$ cat src/rtl/div_pkg.sv
// Shared types for the divider scheduler: requester count and result record.
// Default operand widths used by div_sched and its result FIFO.
package div_pkg;

  localparam int REQ_N = 2;
  localparam int DIV_N = 6;
  localparam int DIV_M = 4;

  typedef struct packed {
    logic             id;
    logic             dz;
    logic [DIV_N-1:0] quotient;
    logic [DIV_M-1:0] remainder;
  } div_res_t;

endpackage

$ cat src/rtl/div_res_fifo.sv
// Result FIFO for div_sched: synchronous, first-word-fall-through head.
// Head reads as zero while empty so the result outputs idle at zero.
module div_res_fifo #(
  parameter int W     = 8,
  parameter int DEPTH = 8
) (
  input  logic         clk,
  input  logic         rstn,
  input  logic         wr_en,
  input  logic [W-1:0] wr_data,
  input  logic         rd_en,
  output logic [W-1:0] rd_data,
  output logic         full,
  output logic         empty
);

  localparam int AW = $clog2(DEPTH);

  logic [AW:0]  wp;
  logic [AW:0]  rp;
  logic [W-1:0] mem [DEPTH];
  logic         wr_ok;
  logic         rd_ok;

  assign empty = (wp == rp);
  assign full  = (wp[AW] != rp[AW]) &&
                 (wp[AW-1:0] == rp[AW-1:0]);
  assign wr_ok = wr_en & ~full;
  assign rd_ok = rd_en & ~empty;

  always_ff @(posedge clk) begin
    if (!rstn) begin
      wp <= '0;
      rp <= '0;
    end else begin
      if (wr_ok) wp <= wp + (AW+1)'(1);
      if (rd_ok) rp <= rp + (AW+1)'(1);
    end
  end

  always_ff @(posedge clk) begin
    if (wr_ok) mem[wp[AW-1:0]] <= wr_data;
  end

  assign rd_data = empty ? '0 : mem[rp[AW-1:0]];

endmodule

$ cat src/rtl/div_sched.sv
// Round-robin scheduler sharing one pipelined divider between two requesters.
// DIV_SCHED_DZ_CHECK_EN: carry divide-by-zero status and patch dz results.
module div_sched
  import div_pkg::*;
#(
  parameter int N          = DIV_N,
  parameter int M          = DIV_M,
  parameter int LAT        = 5,
  parameter int FIFO_DEPTH = 8
) (
  input  logic               clk,
  input  logic               rstn,
  input  logic [REQ_N-1:0]   req_valid,
  output logic [REQ_N-1:0]   req_ready,
  input  logic [REQ_N*N-1:0] req_dividend,
  input  logic [REQ_N*M-1:0] req_divisor,
  output logic               div_vld,
  output logic [N-1:0]       div_dividend,
  output logic [M-1:0]       div_divisor,
  input  logic [N-1:0]       div_quotient,
  input  logic [M-1:0]       div_remainder,
  output logic               res_valid,
  input  logic               res_ready,
  output logic               res_id,
  output logic [N-1:0]       res_quotient,
  output logic [M-1:0]       res_remainder,
  output logic               res_dz
);

  localparam int CW = $clog2(FIFO_DEPTH + 1);

  logic [CW-1:0]  cnt;
  logic           prio;
  logic           gid;
  logic           acc;
  logic           pop;
  logic [N-1:0]   sel_dvd;
  logic [M-1:0]   sel_dvs;
  logic           iss_id;
  logic [LAT-1:0] tag_vld;
  logic [LAT-1:0] tag_id;
`ifdef DIV_SCHED_DZ_CHECK_EN
  logic           iss_dz;
  logic [M-1:0]   iss_lo;
  logic [LAT-1:0] tag_dz;
  logic [M-1:0]   tag_lo [LAT];
`endif
  div_res_t       wr_res;
  div_res_t       rd_res;
  logic           fifo_full;
  logic           fifo_empty;

  // Credit gate: cnt covers in-flight ops plus queued results.
  always_comb begin
    gid       = (&req_valid) ? prio : req_valid[1];
    acc       = rstn & (|req_valid) & (cnt < CW'(FIFO_DEPTH));
    req_ready = '0;
    if (acc) req_ready[gid] = 1'b1;
    sel_dvd   = gid ? req_dividend[N +: N] : req_dividend[0 +: N];
    sel_dvs   = gid ? req_divisor[M +: M] : req_divisor[0 +: M];
  end

  assign pop = res_valid & res_ready;

  always_ff @(posedge clk) begin
    if (!rstn) begin
      cnt          <= '0;
      prio         <= 1'b0;
      div_vld      <= 1'b0;
      div_dividend <= '0;
      div_divisor  <= '0;
      iss_id       <= 1'b0;
      tag_vld      <= '0;
      tag_id       <= '0;
`ifdef DIV_SCHED_DZ_CHECK_EN
      iss_dz       <= 1'b0;
      iss_lo       <= '0;
      tag_dz       <= '0;
      for (int k = 0; k < LAT; k++) tag_lo[k] <= '0;
`endif
    end else begin
      div_vld <= acc;
      if (acc) begin
        prio         <= ~gid;
        div_dividend <= sel_dvd;
        div_divisor  <= sel_dvs;
        iss_id       <= gid;
`ifdef DIV_SCHED_DZ_CHECK_EN
        iss_dz       <= (sel_dvs == '0);
        iss_lo       <= sel_dvd[M-1:0];
`endif
      end
      if (acc && !pop) cnt <= cnt + CW'(1);
      else if (!acc && pop) cnt <= cnt - CW'(1);
      // Tag pipe mirrors the divider so each result finds its owner.
      tag_vld[0] <= div_vld;
      tag_id[0]  <= iss_id;
`ifdef DIV_SCHED_DZ_CHECK_EN
      tag_dz[0]  <= iss_dz;
      tag_lo[0]  <= iss_lo;
`endif
      for (int k = 1; k < LAT; k++) begin
        tag_vld[k] <= tag_vld[k-1];
        tag_id[k]  <= tag_id[k-1];
`ifdef DIV_SCHED_DZ_CHECK_EN
        tag_dz[k]  <= tag_dz[k-1];
        tag_lo[k]  <= tag_lo[k-1];
`endif
      end
    end
  end

  always_comb begin
    wr_res    = '0;
    wr_res.id = tag_id[LAT-1];
`ifdef DIV_SCHED_DZ_CHECK_EN
    wr_res.dz        = tag_dz[LAT-1];
    wr_res.quotient  = tag_dz[LAT-1] ? '1 : div_quotient;
    wr_res.remainder = tag_dz[LAT-1] ? tag_lo[LAT-1]
                                     : div_remainder;
`else
    wr_res.quotient  = div_quotient;
    wr_res.remainder = div_remainder;
`endif
  end

  always_ff @(posedge clk) begin
    if (rstn && tag_vld[LAT-1]) assert (!fifo_full);
  end

  div_res_fifo #(
    .W     ($bits(div_res_t)),
    .DEPTH (FIFO_DEPTH)
  ) u_fifo (
    .clk     (clk),
    .rstn    (rstn),
    .wr_en   (tag_vld[LAT-1]),
    .wr_data (wr_res),
    .rd_en   (res_ready),
    .rd_data (rd_res),
    .full    (fifo_full),
    .empty   (fifo_empty)
  );

  assign res_valid     = ~fifo_empty;
  assign res_id        = rd_res.id;
  assign res_dz        = rd_res.dz;
  assign res_quotient  = rd_res.quotient;
  assign res_remainder = rd_res.remainder;

endmodule

$ cat config.mk
export PLATFORM = sky130hd
export DESIGN_NAME = div_sched
export DESIGN_NICKNAME = d
export VERILOG_FILES = /design/src/rtl/div_pkg.sv /design/src/rtl/div_res_fifo.sv /design/src/rtl/div_sched.sv
export SDC_FILE = /design/constraint.sdc
export NUM_CORES = 1
export LEC_CHECK = 0
export ABC_AREA = 0
export CORE_MARGIN = 2
export CORE_UTILIZATION = 60
export DETAILED_ROUTE_END_ITERATION = 8
export DONT_BUFFER_PORTS = 1
export MAX_ROUTING_LAYER = met4
export PLACE_DENSITY = 0.76
export SLEW_MARGIN = 20
export SYNTH_ARGS = -nofsm -noshare
export SYNTH_HDL_FRONTEND = slang
export SYNTH_SLANG_ARGS = --single-unit
$ cat constraint.sdc
create_clock -name clk -period 5.9 [get_ports clk]
set_input_delay 0.885 -clock clk [delete_from_list [all_inputs] [get_ports clk]]
set_output_delay 0.885 -clock clk [all_outputs]
set_load 0.01 [all_outputs]
==> results of run 1 <==
## flip-flops by register name, indices dropped and copies added (netlist names), named ones only
signal / cells
u_fifo.rp: 4
div_dividend: 6
div_divisor: 4
iss_id: 1
cnt: 4
u_fifo.wp: 4
prio: 1
tag_id: 5
div_vld: 1
u_fifo.mem: 88
tag_vld: 5
## per-stage QoR
stage,setup slack [ns],std cells
finish,2.275,436
detailed placement,2.789,404
floorplan,3.089,311
global route,2.057,436
CTS,2.206,436
global placement,2.871,404
## final cells by class
type                            instances  area (um2)
Multi-Input combinational cell        159        1573
Inverter                                8       30.03
Clock inverter                         15       195.2
Clock buffer                           17       414.1
Tap cell                              105       131.4
Sequential cell                       126        3403
Fill cell                             508        2384
Timing Repair Buffer                    6       45.04
## power groups by stage
stage / Clock (mW) / Combinational (mW) / Sequential, mW
6_report: 1.04 / 0.105 / 0.991
5_1_grt: 1.11 / 0.120 / 0.994
4_1_cts: 1.07 / 0.107 / 0.991
3_5_place_dp: 0 / 0.105 / 1.01
3_3_place_gp: 0 / 0.0996 / 1.01
2_1_floorplan: 0 / 0.0915 / 1.00
## critical path: cells and delay by family (launching register included)
family | cells | cell delay (ns)
XOR/XNOR | 1 | 0.22
flip-flops | 1 | 0.80
AND/OR/NAND/NOR | 3 | 1.22
## synthesized netlist by cell type (2+ instances only)
cell	n
mux2i_1	14
nand3_1	6
nand2b_1	2
nand2_1	9
nand4_1	2
xor2_2	2
ha_1	5
nor4_1	5
nor2b_1	12
o41ai_4	2
nor3_1	3
and2_1	15
dfxtp_1	38
inv_1	8
a21boi_0	2
xnor2_1	8
mux4_2	22
a222oi_1	10
buf_2	4
clkbuf_1	11
nor2_1	18
o21ai_0	8
and3_1	2
edfxtp_1	88
## cell families after synthesis
logic type	after synthesis
XOR/XNOR	12
AND/OR/NAND/NOR	75
buffers and inverters	26
AO/OA/AOI/OAI	29
other	1
multiplexers	36
flip-flops	126
adder cells (fa/ha/maj)	6
## cells in the final DEF (no fill, tap or decap), types with 5 or more instances in the layout
master and count:
a222oi_1 10, and2_1 15, buf_4 6, clkbuf_16 16
dfxtp_1 38, edfxtp_1 88, ha_1 5, inv_1 8
mux2i_1 14, mux4_2 22, nand2_1 9, nand3_1 6
nor2_1 18, nor2b_1 12, o21ai_0 8, xnor2_1 8
## routing by layer
metal,wire (um),part of all wire (%),up-vias,global-route usage [%]
met3,523,5.9,4,5.929
met5,0,0,-,-
met4,29,0.33,0,8.571
met2,4809,54,91,36.95
li1,-,-,1210,-
met1,3560,40,1280,25.53
## worst max-delay path by stage
stage,from,end,slack (ns),depth (start not counted)
2_1_floorplan,req_valid[0],cnt[3]$_SDFFE_PN0P_,3.09,10
6_report,u_fifo.wp[0]$_SDFFE_PN0P_,res_id,2.27,4
3_3_place_gp,u_fifo.wp[0]$_SDFFE_PN0P_,res_id,2.87,4
5_1_grt,u_fifo.wp[0]$_SDFFE_PN0P_,res_id,2.06,4
4_1_cts,u_fifo.wp[0]$_SDFFE_PN0P_,res_quotient[4],2.21,4
3_5_place_dp,u_fifo.wp[0]$_SDFFE_PN0P_,res_id,2.79,4
==> impl_metrics.py, run 1 <==
metrics = {
    "run_status": {
        "status": "completed",
    },
    "yosys": {
        "synthFlopType": "edfxtp_1",
        "synth-compound-area-share_pct": 5.199,
        "netlist_area_um2": 5030,
        "synthAdderAreaFrac_pct": 1.642,
        "synth_nets": 352,
        "yosysSeqAreaShare_pct": 67.66,
        "ys_warn_count": 0,
        "synth_xor_area_share_pct": 2.761,
        "synth_top_area_share_pct": 52.54,
        "ys_ff_latch": 126,
        "ys_async_sr_fraction_pct": 0,
        "synthSimpleGateAreaFrac_pct": 7.761,
        "synth_cells": 311,
        "synth_top_family_by_area": "multiplexers",
        "synth.avg_cell_area_um2": 16.17,
        "yosys.area.top_type": "edfxtp_1",
        "synth_area_leaders": "edfxtp_1 53%, dfxtp_1 15%, mux4_2 9.9%",
        "yosysUniqueCellTypes": 39,
        "synth-edff-count": 88,
        "synth.area.mux_share_pct": 12.64,
    },
    "power_and_ir_drop": {
        "clock_power_share_pct": 48.8,
        "comb_power_share_pct": 4.9,
        "power.switching_mw": 0.4342,
        "vdd_drop_max_mv": 0.2157,
        "seqPwrFrac_pct": 46.3,
        "p_per_area_nw_per_um2": 369.4,
        "cellLeakagePower_nw": 1.933,
        "p_int_mw": 1.705,
        "power_switching_share_pct": 20.29,
        "p_total_mw": 2.140,
    },
    "finish": {
        "area_growth_pct": 15.15,
        "nNetsFinal": 359,
        "design_area_um2": 5792,
        "fin_util_pct": 70.84,
        "diodes": 0,
        "drive_gt1_share_pct": 20.85,
    },
    "routing": {
        "routed_via_density": 5.929,
        "postRouteAntennaNets": 0,
        "drc": 0,
        "vias": 2585,
        "first_pass_iters": 4,
        "post_drt_wl_per_cell_um": 20.47,
        "wirelength_um": 8923,
        "drtIter0Drc": 170,
    },
    "clock_network": {
        "clock_sinks": 126,
        "clockBufferDepth": 2,
        "clkTransAtPathRegs_ns": 0.06,
        "ctsResizeCount": 0,
        "cts_tree": "built",
        "htree_levels": 4,
        "cts_buffers": 17,
        "post-cts-setup-buffers": 0,
        "ctsHoldBuffers": 0,
        "clk_latency_ns": 0.50,
        "root_buffer": "clkbuf_8",
    },
    "sta": {
        "hold_ws_ns": 0.4299,
        "drv_slew": 0,
        "setup_viol": 0,
        "finalHoldViolations": 0,
        "fin_tns_setup_ns": 0,
        "skew_ns": 0.006720,
        "period_share_pct": 61.44,
        "rsz0062_at_grt": "no",
        "max_slew.worst_pin.slew_ns": 1.142,
        "fmax_mhz": 275.9,
        "fin_crit_ns": 3.625,
        "timing.slew.headroom_pct": 23.74,
    },
    "grt": {
        "antenna_found_initial": 0,
        "grt.total_usage_pct": 22.09,
        "grt_pass1_wl_um": 13890,
        "gr-total-overflow": 0,
        "first_global_vias": 2668,
        "grt_max_degree": 39,
    },
    "floorplanning": {
        "die_y_um": 95.56,
        "io_pins": 61,
        "die_area_um2": 9132,
        "die_x_um": 95.56,
        "placementRows": 33,
        "core-area_um2": 8175,
        "start_util_pct": 61.52,
    },
    "worst_hold_path": {
        "worst_hold_path.endpoint": "tag_id[3]$_SDFF_PN0_",
        "worstHoldPathType": "reg -> reg",
        "min_from": "tag_id[2]$_SDFF_PN0_",
        "hold-path-cell-count": 1,
    },
    "setup_path": {
        "arrival_ns": 2.74,
        "crit_path_max_incr_delay_ns": 0.82,
        "slowest_stage": "nor2_1",
        "crit_top_cell": "nor2_1",
        "r2r_end": "cnt[3]$_SDFFE_PN0P_",
        "crit_required_ns": 5.02,
        "r2r_start": "u_fifo.wp[1]$_SDFFE_PN0P_",
        "cp-start-kind": "flip-flop",
        "ff2ff_path_depth": 9,
        "critPathMaxFanout": 12,
        "ff2ff_setup_slack_ns": 2.97,
        "crit_type": "reg -> out",
        "cp-end-kind": "output port",
        "crit_path_cell_trace": "xnor2_1, nand3_1, nor2_1, nor2_1",
    },
    "placement": {
        "place.gp.congestion": 0.8385,
        "placed_cell_area_um2": 5182,
        "detailed_place_hpwl_um": 5361,
        "port_buffers": 0,
    },
    "job": {
        "max_cap_viol_count": 0,
    },
}
Power figures use the tool's default switching activity.
==> run 2: changes to the inputs <==
Settings changed: CORE_UTILIZATION 60 to 56, PLACE_DENSITY 0.76 to 0.74.
Clock period 5.9 ns to 3 ns, I/O delays scaled along.
==> run 2 against run 1 <==
  * Wire length is 0.29% higher
  * Largest cell class unchanged
  * First-iteration DRC count grew 8.2%
  * Largest power group is now registers
  * Clock skew grew 0.00053 ns
  * Via count is 4.1% higher
==> impl_metrics.py, run 2 (synthesized netlist as in run 1, its figures left out) <==
metrics = {
    "setup_path": {
        "crit_path_max_incr_delay_ns": 0.61,
        "arrival_ns": 2.38,
        "crit_type": "reg -> out",
        "critPathMaxFanout": 10,
        "slowest_stage": "dfxtp_1",
        "cp-start-kind": "flip-flop",
        "cp-end-kind": "output port",
        "crit_required_ns": 2.55,
        "crit_top_cell": "nor2_1",
        "crit_path_cell_trace": "xnor2_1, nand3_1, nor2_1, buf_4, nor2_1",
    },
    "power_and_ir_drop": {
        "p_per_area_nw_per_um2": 706.6,
        "cellLeakagePower_nw": 1.978,
        "comb_power_share_pct": 5.3,
        "seqPwrFrac_pct": 47.6,
        "p_total_mw": 4.095,
        "power.switching_mw": 0.8907,
        "power_switching_share_pct": 21.75,
        "p_int_mw": 3.205,
        "vdd_drop_max_mv": 0.4300,
        "clock_power_share_pct": 47.1,
    },
    "placement": {
        "dp.cells": 417,
        "port_buffers": 0,
        "detailed_place_hpwl_um": 5656,
        "placed_cell_area_um2": 5226,
        "place.gp.congestion": 0.7324,
    },
    "grt": {
        "gr-total-overflow": 0,
        "grt_pass1_wl_um": 14130,
        "grt.total_usage_pct": 19.96,
        "first_global_vias": 2796,
        "antenna_found_initial": 0,
        "grt_max_degree": 39,
    },
    "clock_network": {
        "ctsResizeCount": 0,
        "cts_buffers": 17,
        "clockBufferDepth": 2,
        "clk_latency_ns": 0.51,
        "post-cts-setup-buffers": 0,
        "ctsHoldBuffers": 0,
        "htree_levels": 4,
        "clkTransAtPathRegs_ns": 0.06,
        "clock_sinks": 126,
        "root_buffer": "clkbuf_8",
        "cts_tree": "built",
    },
    "sta": {
        "setup_viol": 0,
        "skew_ns": 0.007251,
        "period_share_pct": 94.46,
        "finalHoldViolations": 0,
        "timing.slew.headroom_pct": 48.25,
        "fmax_mhz": 352.9,
        "rsz0062_at_grt": "no",
        "drv_slew": 0,
        "max_slew.worst_pin.slew_ns": 0.7752,
        "fin_crit_ns": 2.834,
        "fin_tns_setup_ns": 0,
    },
    "routing": {
        "routed_via_density": 5.991,
        "highest_layer": "met4",
        "vias": 2690,
        "postRouteAntennaNets": 0,
        "drtIter0Drc": 184,
        "wl_met2_um": 4598,
        "drc": 0,
        "met3_length_um": 469,
        "first_pass_iters": 4,
        "post_drt_wl_per_cell_um": 19.93,
        "wl_met1_um": 3772,
        "wirelength_um": 8949,
    },
    "floorplanning": {
        "io_pins": 61,
        "start_util_pct": 57.68,
        "core-area_um2": 8721,
        "die_y_um": 98.77,
        "placementRows": 34,
        "die_area_um2": 9756,
        "die_x_um": 98.77,
    },
    "finish": {
        "fin_cells": 449,
        "layout_common_cells": "88 x edfxtp_1, 38 x dfxtp_1, 22 x mux4_2, 18 x nor2_1, 17 x clkbuf_16",
        "drive_gt1_share_pct": 23.46,
        "diodes": 0,
        "layout_commonest_cell": "edfxtp_1",
        "nFillCells": 575,
        "area_growth_pct": 15.22,
        "design_area_um2": 5796,
        "nNetsFinal": 369,
        "fin_util_pct": 66.46,
        "largest_register_ff_count": 88,
    },
    "job": {
        "max_cap_viol_count": 0,
    },
    "worst_hold_path": {
        "worstHoldPathType": "in -> reg",
    },
    "run_status": {
        "status": "completed",
    },
}
run 2: worst paths after layout:
| check | startpoint | end | slack [ns] | cells after the start |
|---|---|---|---|---|
| worst min register to register | tag_vld[2]$_SDFF_PN0_ | tag_vld[3]$_SDFF_PN0_ | 0.43 | 1 |
| worst max-delay path | u_fifo.wp[1]$_SDFFE_PN0P_ | res_quotient[1] | 0.17 | 5 |
| worst min-delay path | div_quotient[0] | u_fifo.mem[0][4]$_DFFE_PP_ | 0.03 | 0 |
| worst max register to register | u_fifo.wp[1]$_SDFFE_PN0P_ | cnt[3]$_SDFFE_PN0P_ | 0.21 | 9 |
run 2: power groups by stage:
stage / registers (mW) / logic, mW / clock network [mW]
after floorplan: 1.98 / 0.180 / 0
after global placement: 1.98 / 0.197 / 0
after detailed placement: 1.98 / 0.213 / 0
after CTS: 1.95 / 0.218 / 1.95
after global routing: 1.95 / 0.242 / 2.03
final: 1.95 / 0.217 / 1.93
run 2: worst max-delay path, delay by kind of cell, from the launching register on:
family	cells	cell delay, ns
DFF	1	0.61
buffers and inverters	1	0.26
and+or+nand+nor	3	0.79
xor gates and xnor gates	1	0.21
run 2: area by class of cell:
cell class                 instances  area [um2]  area share, %
tap                              108       135.1          2.332
clock inverter                    12       102.6          1.770
clock buffer                      20       466.7          8.053
timing repair buffer              16       120.1          2.073
inverter                           8       30.03         0.5181
sequential                       126        3403          58.72
multi-input combinational        159        1538          26.53
run 2: layer usage:
layer	GRT usage, %	vias up
li1	-	1231
met1	24.15	1351
met2	32.07	91
met3	5.532	17
met4	7.903	0
met5	-	-
run 2: metrics by stage:
step / hold WS (ns) / setup WS, ns
floorplan: 0.4119 / 0.5563
global placement: 0.4143 / 0.3817
detailed placement: 0.4208 / 0.2527
CTS: 0.01184 / 0.1553
global route: 0.005827 / 0.02674
finish: 0.03036 / 0.1663
